===== config.mk =====
export PLATFORM = sky130hd
export DESIGN_NAME = ren_conv_mc_engine
export DESIGN_NICKNAME = d
export VERILOG_FILES = /design/src/rtl/ren_conv_pkg.sv /design/src/rtl/ren_conv_mac_lane.sv /design/src/rtl/ren_conv_mc_engine.sv
export SDC_FILE = /design/constraint.sdc
export NUM_CORES = 1
export LEC_CHECK = 0
export BUFFER_PORTS_ARGS = -buffer_cell sky130_fd_sc_hd__buf_4
export CAP_MARGIN = 20
export CELL_PAD_IN_SITES_DETAIL_PLACEMENT = 1
export CELL_PAD_IN_SITES_GLOBAL_PLACEMENT = 1
export CORE_MARGIN = 3
export CORE_UTILIZATION = 45
export CTS_CLUSTER_SIZE = 28
export DETAILED_ROUTE_END_ITERATION = 8
export HOLD_SLACK_MARGIN = 0.06
export MAX_ROUTING_LAYER = met4
export PLACE_DENSITY = 0.87
export REMOVE_ABC_BUFFERS = 1
export SLEW_MARGIN = 20
export SYNTH_ARGS = -nofsm -noshare
export SYNTH_HDL_FRONTEND = slang
export SYNTH_HIERARCHICAL = 1
export SYNTH_SLANG_ARGS = --single-unit

===== constraint.sdc =====
create_clock -name wb_clk_i -period 9.64 [get_ports wb_clk_i]
set_input_delay 0.964 -clock wb_clk_i [delete_from_list [all_inputs] [get_ports wb_clk_i]]
set_output_delay 0.964 -clock wb_clk_i [all_outputs]
set_load 0.02 [all_outputs]

===== src/rtl/ren_conv_pkg.sv =====
// Shared definitions for the multi-channel convolution engine.
//   state_t        : engine FSM states
//   acc_w()        : accumulator width from channel count, pixel width and
//                    kernel-column counter width
//   KERN_STRIDE_4/8: kernel RAM words per kernel for the two address modes
package ren_conv_pkg;

  typedef enum logic [2:0] {
    ST_IDLE  = 3'd0,
    ST_RUN   = 3'd1,
    ST_POST  = 3'd2,
    ST_WRITE = 3'd3,
    ST_DONE  = 3'd4
  } state_t;

  localparam int KERN_STRIDE_4 = 4;
  localparam int KERN_STRIDE_8 = 8;

  // Signed product is 2*PIX_W+2 bits (unsigned pixel x optionally signed
  // weight, both widened by one bit); the channel sum adds clog2(CH) bits and
  // the kernel-column accumulation adds KERN_COL_WIDTH bits.
  function automatic int acc_w(input int ch, input int pix_w, input int kcw);
    return 2 * pix_w + 2 + $clog2(ch) + kcw;
  endfunction

endpackage


===== src/rtl/ren_conv_mac_lane.sv =====
// CH-wide masked multiply and channel sum.
//   pix         : CH packed unsigned pixels (ch0 in the low bits)
//   wt          : CH packed weights, two's complement when signed_mode
//   mask        : per-channel enable; disabled channels contribute 0
//   signed_mode : weight interpretation select
//   sum         : signed sum of the enabled pixel*weight products
module ren_conv_mac_lane #(
  parameter int CH    = 3,
  parameter int PIX_W = 8,
  parameter int SUM_W = 2 * PIX_W + 2 + $clog2(CH)
) (
  input  logic [CH*PIX_W-1:0]    pix,
  input  logic [CH*PIX_W-1:0]    wt,
  input  logic [CH-1:0]          mask,
  input  logic                   signed_mode,
  output logic signed [SUM_W-1:0] sum
);

  localparam int PW = 2 * PIX_W + 2;

  logic signed [PIX_W:0]  px   [CH];
  logic signed [PIX_W:0]  w    [CH];
  logic signed [PW-1:0]   prod [CH];

  for (genvar i = 0; i < CH; i++) begin : g_ch
    // Pixels are always unsigned; weights take their MSB as sign only in
    // signed mode, so one signed multiplier serves both modes.
    assign px[i]   = $signed({1'b0, pix[i*PIX_W +: PIX_W]});
    assign w[i]    = $signed({signed_mode & wt[i*PIX_W+PIX_W-1], wt[i*PIX_W +: PIX_W]});
    assign prod[i] = mask[i] ? (PW'(px[i]) * PW'(w[i])) : '0;
  end

  always_comb begin
    sum = '0;
    for (int i = 0; i < CH; i++) begin
      sum = sum + SUM_W'(prod[i]);
    end
  end

endmodule


===== src/rtl/ren_conv_mc_engine.sv =====
// Multi-channel convolution engine core.
//   wb_clk_i / wb_rst_i : clock, asynchronous active-low reset
//   soft_rst, start     : synchronous abort, level start (launch on rising edge)
//   kern_cols_m1, cols_m1, kerns_m1, stride, kern_addr_mode : scan geometry
//   shift, en_max_pool, signed_mode, en_relu, mask           : datapath options
//   img_* / kern_*      : 1-cycle-latency RAM read ports
//   rslt_*              : sequential result write port
//   busy, done, overflow: status
module ren_conv_mc_engine #(
  parameter int CH              = 3,
  parameter int PIX_W           = 8,
  parameter int KERN_COL_WIDTH  = 3,
  parameter int COL_WIDTH       = 8,
  parameter int KERN_CNT_WIDTH  = 3,
  parameter int IMG_ADDR_WIDTH  = 8,
  parameter int KERN_ADDR_WIDTH = 5,
  parameter int RSLT_ADDR_WIDTH = 8,
  parameter int OUT_W           = 20
) (
  input  logic                       wb_clk_i,
  input  logic                       wb_rst_i,
  input  logic                       soft_rst,
  input  logic                       start,
  input  logic [KERN_COL_WIDTH-1:0]  kern_cols_m1,
  input  logic [COL_WIDTH-1:0]       cols_m1,
  input  logic [KERN_CNT_WIDTH-1:0]  kerns_m1,
  input  logic [COL_WIDTH-1:0]       stride,
  input  logic                       kern_addr_mode,
  input  logic [3:0]                 shift,
  input  logic                       en_max_pool,
  input  logic                       signed_mode,
  input  logic                       en_relu,
  input  logic [CH-1:0]              mask,
  output logic                       img_rd_en,
  output logic [IMG_ADDR_WIDTH-1:0]  img_addr,
  input  logic [CH*PIX_W-1:0]        img_rdata,
  output logic                       kern_rd_en,
  output logic [KERN_ADDR_WIDTH-1:0] kern_addr,
  input  logic [CH*PIX_W-1:0]        kern_rdata,
  output logic                       rslt_we,
  output logic [RSLT_ADDR_WIDTH-1:0] rslt_addr,
  output logic [OUT_W-1:0]           rslt_wdata,
  output logic                       busy,
  output logic                       done,
  output logic                       overflow
);

  import ren_conv_pkg::*;

  localparam int ACC_W = acc_w(CH, PIX_W, KERN_COL_WIDTH);
  localparam int SUM_W = 2 * PIX_W + 2 + $clog2(CH);
  localparam int RC_W  = KERN_COL_WIDTH + 1;
  localparam int CN_W  = COL_WIDTH + 1;

  state_t                      state, state_nx;
  logic                        start_q;
  logic [KERN_CNT_WIDTH-1:0]   ks;
  logic [COL_WIDTH-1:0]        c;
  logic [RC_W-1:0]             rc;
  logic                        vld_p1;
  logic signed [ACC_W-1:0]     acc;
  logic signed [SUM_W-1:0]     lane_sum;
  logic                        pool_phase;
  logic                        wr_pend;
  logic [OUT_W-1:0]            held;
  logic [OUT_W-1:0]            wdata;
  logic [RSLT_ADDR_WIDTH-1:0]  waddr;
  logic                        ovf;

  logic                        launch;
  logic                        rd_act;
  logic [KERN_COL_WIDTH-1:0]   kc;
  logic [CN_W-1:0]             step;
  logic [CN_W-1:0]             c_next;
  logic                        last_col;
  logic                        last_ks;
  logic [OUT_W:0]              post_res;
  logic [OUT_W-1:0]            post_y;
  logic                        post_sat;

  // Shift, optional ReLU, then clamp to the unsigned or signed OUT_W range.
  // Returns {saturated, value}.
  function automatic logic [OUT_W:0] post_proc(input logic signed [ACC_W-1:0] a,
                                               input logic [3:0] sh,
                                               input logic sgn,
                                               input logic relu);
    logic signed [ACC_W-1:0] y;
    logic signed [63:0]      ye;
    logic signed [63:0]      hi;
    logic signed [63:0]      lo;
    logic                    sat;
    y = a >>> sh;
    if (relu && y[ACC_W-1]) y = '0;
    ye  = {{(64-ACC_W){y[ACC_W-1]}}, y};
    hi  = sgn ? ((64'sd1 <<< (OUT_W-1)) - 64'sd1) : ((64'sd1 <<< OUT_W) - 64'sd1);
    lo  = sgn ? -(64'sd1 <<< (OUT_W-1)) : 64'sd0;
    sat = 1'b0;
    if (ye > hi) begin
      ye  = hi;
      sat = 1'b1;
    end else if (ye < lo) begin
      ye  = lo;
      sat = 1'b1;
    end
    return {sat, ye[OUT_W-1:0]};
  endfunction

  function automatic logic [OUT_W-1:0] pool_max(input logic [OUT_W-1:0] a,
                                                input logic [OUT_W-1:0] b,
                                                input logic sgn);
    if (sgn) return ($signed(a) > $signed(b)) ? a : b;
    return (a > b) ? a : b;
  endfunction

  ren_conv_mac_lane #(
    .CH    (CH),
    .PIX_W (PIX_W),
    .SUM_W (SUM_W)
  ) u_lane (
    .pix         (img_rdata),
    .wt          (kern_rdata),
    .mask        (mask),
    .signed_mode (signed_mode),
    .sum         (lane_sum)
  );

  assign launch   = (state == ST_IDLE) && start && !start_q;
  // rc runs 0..K: the first K cycles issue reads, the last waits for data.
  assign rd_act   = (rc <= RC_W'(kern_cols_m1));
  assign kc       = rc[KERN_COL_WIDTH-1:0];
  assign step     = (stride == '0) ? CN_W'(1) : CN_W'(stride);
  assign c_next   = CN_W'(c) + step;
  assign last_col = (c_next > CN_W'(cols_m1));
  assign last_ks  = (ks == kerns_m1);
  assign post_res = post_proc(acc, shift, signed_mode, en_relu);
  assign post_y   = post_res[OUT_W-1:0];
  assign post_sat = post_res[OUT_W];

  always_ff @(posedge wb_clk_i or negedge wb_rst_i) begin
    if (!wb_rst_i)     state <= ST_IDLE;
    else if (soft_rst) state <= ST_IDLE;
    else               state <= state_nx;
  end

  always_comb begin
    state_nx = state;
    case (state)
      ST_IDLE:  if (launch) state_nx = ST_RUN;
      ST_RUN:   if (!rd_act) state_nx = ST_POST;
      ST_POST:  state_nx = ST_WRITE;
      ST_WRITE: state_nx = (last_col && last_ks) ? ST_DONE : ST_RUN;
      ST_DONE:  if (!start) state_nx = ST_IDLE;
      default:  state_nx = ST_IDLE;
    endcase
  end

  always_comb begin
    img_rd_en  = 1'b0;
    kern_rd_en = 1'b0;
    img_addr   = '0;
    kern_addr  = '0;
    rslt_we    = 1'b0;
    busy       = 1'b0;
    done       = 1'b0;
    case (state)
      ST_RUN: begin
        busy = 1'b1;
        if (rd_act) begin
          img_rd_en  = 1'b1;
          kern_rd_en = 1'b1;
          img_addr   = IMG_ADDR_WIDTH'(c) + IMG_ADDR_WIDTH'(kc);
          kern_addr  = KERN_ADDR_WIDTH'(ks)
                     * KERN_ADDR_WIDTH'(kern_addr_mode ? KERN_STRIDE_8 : KERN_STRIDE_4)
                     + KERN_ADDR_WIDTH'(kc);
        end
      end
      ST_POST:  busy = 1'b1;
      ST_WRITE: begin
        busy    = 1'b1;
        rslt_we = wr_pend;
      end
      ST_DONE:  done = 1'b1;
      default: ;
    endcase
  end

  assign rslt_addr  = waddr;
  assign rslt_wdata = wdata;
  assign overflow   = ovf;

  always_ff @(posedge wb_clk_i or negedge wb_rst_i) begin
    if (!wb_rst_i) begin
      start_q    <= 1'b0;
      ks         <= '0;
      c          <= '0;
      rc         <= '0;
      vld_p1     <= 1'b0;
      acc        <= '0;
      pool_phase <= 1'b0;
      wr_pend    <= 1'b0;
      held       <= '0;
      wdata      <= '0;
      waddr      <= '0;
      ovf        <= 1'b0;
    end else if (soft_rst) begin
      // Track start so a level left high across the abort needs a fresh edge.
      start_q    <= start;
      ks         <= '0;
      c          <= '0;
      rc         <= '0;
      vld_p1     <= 1'b0;
      acc        <= '0;
      pool_phase <= 1'b0;
      wr_pend    <= 1'b0;
      held       <= '0;
      wdata      <= '0;
      waddr      <= '0;
      ovf        <= 1'b0;
    end else begin
      start_q <= start;
      // p0: read issued; p1: RAM data valid and accumulated
      vld_p1  <= img_rd_en;
      case (state)
        ST_IDLE: begin
          if (launch) begin
            ks         <= '0;
            c          <= '0;
            rc         <= '0;
            acc        <= '0;
            waddr      <= '0;
            ovf        <= 1'b0;
            pool_phase <= 1'b0;
            wr_pend    <= 1'b0;
          end
        end
        ST_RUN: begin
          rc <= rc + RC_W'(1);
          if (vld_p1) acc <= acc + ACC_W'(lane_sum);
        end
        // post: shift/ReLU/saturate, then pool decision
        ST_POST: begin
          ovf <= ovf | post_sat;
          if (!en_max_pool) begin
            wdata      <= post_y;
            wr_pend    <= 1'b1;
            pool_phase <= 1'b0;
          end else if (!pool_phase) begin
            // Even output: hold it, unless it is the unpaired tail of a kernel.
            held       <= post_y;
            wdata      <= post_y;
            wr_pend    <= last_col;
            pool_phase <= !last_col;
          end else begin
            wdata      <= pool_max(held, post_y, signed_mode);
            wr_pend    <= 1'b1;
            pool_phase <= 1'b0;
          end
        end
        // write: emit result, advance column/kernel counters
        ST_WRITE: begin
          if (wr_pend) waddr <= waddr + RSLT_ADDR_WIDTH'(1);
          wr_pend <= 1'b0;
          acc     <= '0;
          rc      <= '0;
          if (last_col) begin
            c  <= '0;
            ks <= ks + KERN_CNT_WIDTH'(1);
          end else begin
            c  <= c_next[COL_WIDTH-1:0];
          end
        end
        default: ;
      endcase
    end
  end

endmodule


==> run_results.csv <==
group,metric,value,unit
run_status,status,"completed",
logic_synthesis,synth.area.mux_share,0.0551,
logic_synthesis,ys.flop_type,"dfrtp_1",
global_route,grt_overflow,0,
logic_synthesis,yosys.area_share.simple,0.174,
timing,slew_viol_final,0,
floorplanning,die_h,201,um
logic_synthesis,synth-async-reset-ratio,1.00,
clocking,cts_buffers,9,
clocking,clock-sinks,94,
routing,drt-vias-per-instance,5.65,
final_layout,instances_no_fill,2543,
final_layout,syn_to_final_growth,10.7,%
global_route,grt_pass1_wl,80300,um
worst_hold_path,holdCritPathClass,"flop to flop",
floorplanning,die_x,201,um
clocking,cts_tree,"done",
routing,drt_iter0_drc,585,
placement,place_area,18400,um^2
placement,dpl.hpwl,40200,um
timing,holdWs,0.493,ns
routing,drt_first_pass_iters,5,
worst_setup_path,crit_arrival,9.60,ns
worst_setup_path,endpoint_kind,"flop",
timing,period_share,0.971,
routing,wl,48500,um
placement,gp_congestion,0.907,
logic_synthesis,syn_inst,1933,
global_route,grt_pass1_vias,16055,
logic_synthesis,synth_compound_area_frac,0.149,
floorplanning,fp-row-count,70,
routing,ant_nets,0,
clocking,clk_latency,0.35,ns
clocking,htreeDepth,3,
placement,dp_cells,2519,
timing,timing.fmax,107,MHz
timing,fin_tns_setup,0,ns
worst_setup_path,critPathMaxFanout,5,
timing,finalSetupViolCount,0,
logic_synthesis,synth_fa_ha_area_frac,0.362,
worst_setup_path,crit_required,9.88,ns
logic_synthesis,synth_area,17000,um^2
timing,finalHoldViolations,0,
logic_synthesis,avgSynthCellArea,8.81,um^2
logic_synthesis,yosysWarnings,6,
timing,min_period,9.36,ns
floorplanning,core_area,37000,um^2
power_and_ir_drop,vdd_drop_max,234,uV
worst_setup_path,slowest_stage,"fa_1",
run,drv_cap,0,
logic_synthesis,synth_seq_cells,94,
final_layout,drive_gt1_frac,0.125,
clocking,clockRootBuffer,"clkbuf_16",
logic_synthesis,seq_area_frac_synth,0.138,
worst_setup_path,critPathKind,"primary input to flop",
floorplanning,initial_core_util,0.461,
global_route,grtUsageTotal,0.245,
logic_synthesis,synth_edf_count,0,
routing,vias,14358,
floorplanning,io_pins,132,
floorplanning,fp.dieArea,40200,um^2
clocking,clock_path_buffers,2,
power_and_ir_drop,power.density,265,nW/um^2
global_route,antenna_found_initial,0,
power_and_ir_drop,p_leak,9.67,nW
logic_synthesis,synth-xor-area-share,0.0427,
final_layout,finalInstanceArea,18900,um^2
worst_setup_path,cpMostUsedCell,"fa_1",
timing,slew_headroom,0.289,
final_layout,fin_nets,2521,
placement,io_buffers,131,
worst_setup_path,cp_slowest_stage_delay,0.56,ns
clocking,path_clk_slew,0.07,ns
routing,wl_per_cell,19.1,um
worst_setup_path,cp-start-kind,"primary input",
final_layout,final_util,0.510,
global_route,grt_start_max_net_pins,49,
routing,drc,0,
logic_synthesis,yosysUniqueCellTypes,87,
logic_synthesis,synth_top_family_by_area,"adder cells",
clocking,ctsHoldBuffers,0,
timing,worst_slew_pin_slew,1.06,ns
timing,fin_skew,0.00994,ns
final_layout,antenna_cells,0,
-- Yosys cell counts, types with 28 or more instances --
library cell	count	area, um^2
ha_1	251	3140
and2_1	123	769
nor2_1	100	375
clkbuf_1	43	161
xor2_1	36	315
fa_1	151	3020
o21ai_0	67	335
dfrtp_1	94	2350
a21o_1	28	210
inv_1	267	1000
nand2_1	232	871
a21oi_1	75	375
xnor2_1	47	412
-- metal layers --
layer | global-route usage | share of wire
met2 | 0.451 | 0.53
met3 | 0.0206 | 0.025
met4 | 0.0921 | 0.038
met5 | - | 0
met1 | 0.277 | 0.41
-- worst paths after layout --
check,start,depth (start not counted),slack (ns),to
worst min-delay path,rslt_wdata[8],2,0.49,rslt_wdata[8]
max in group asynchronous,wb_rst_i,2,7.95,held[15]
worst max register to register,acc[19],21,3.11,rslt_wdata[15]
worst max-delay path,signed_mode,39,0.28,acc[22]
min in group asynchronous,wb_rst_i,1,0.62,rslt_addr[5]
worst min register to register,rslt_wdata[8],2,0.49,rslt_wdata[8]
-- state kept, by name, indices dropped and copies added (netlist names) --
| signal | cells |
|---|---|
| acc | 23 |
| held | 20 |
| rslt_wdata | 20 |
| c | 8 |
| rslt_addr | 8 |
| rc | 4 |
| ks | 3 |
| state | 3 |
| overflow | 1 |
| pool_phase | 1 |
| start_q | 1 |
| vld_p1 | 1 |
| wr_pend | 1 |
-- stage by stage --
stage | setup slack (ns) | power [W]
2_1_floorplan | 0.409 | 0.00338
3_3_place_gp | 0.0996 | 0.00427
3_5_place_dp | -0.242 | 0.00450
4_1_cts | 0.0747 | 0.00489
5_1_grt | -0.0743 | 0.00552
6_report | 0.284 | 0.00500
-- worst max-delay path: cells and delay by family --
| kind | cells | cell delay, ns |
|---|---|---|
| simple gates | 10 | 1.36 |
| compound gates | 9 | 1.89 |
| mux | 1 | 0.22 |
| xor+xnor | 2 | 0.27 |
| fa+ha+maj | 9 | 4.01 |
| buf+inv | 8 | 0.88 |
-- cells in the final DEF (no fill, tap or decap), types with 16 or more instances in the layout --
cell type,instances
fa_1,151
nor2b_1,19
buf_4,156
nand3_1,20
nand4_1,16
inv_1,267
ha_1,248
nand2b_1,21
dfrtp_1,94
nor2_1,99
and2_1,123
xor2_1,36
o21ai_0,64
o21a_1,18
o221ai_1,20
nor3_1,18
xnor2_1,47
nand2_1,232
a21o_1,28
o21ai_1,16
mux4_2,21
a21oi_1,73
-- cells by family after synthesis --
family                     Yosys count
AOI/OAI and AO/OA                  362
xor gates and xnor gates            83
adders and majority gates          402
buffers and inverters              334
DFF                                 94
muxes                               52
and+or+nand+nor                    606
-- cell type report --
class / count / area (um^2)
Clock buffer: 10 / 239
Fill cell: 4425 / 18100
Tap cell: 504 / 631
Multi-Input combinational cell: 1505 / 13400
Timing Repair Buffer: 157 / 1180
Clock inverter: 6 / 63.8
Sequential cell: 94 / 2350
Inverter: 267 / 1000
-- power breakdown --
part           total (W)  switching [W]  internal (W)
Combinational    0.00415        0.00242       0.00173
Clock           0.000362       0.000172      0.000190
Sequential      0.000485      0.0000520      0.000433
-- repair_timing --
item	CTS	global route
gates resized for setup	0	17
endpoints found under the hold margin	0	0
setup buffers	0	8
endpoints found under the setup margin	0	4
(Power assumes the default switching activity.)
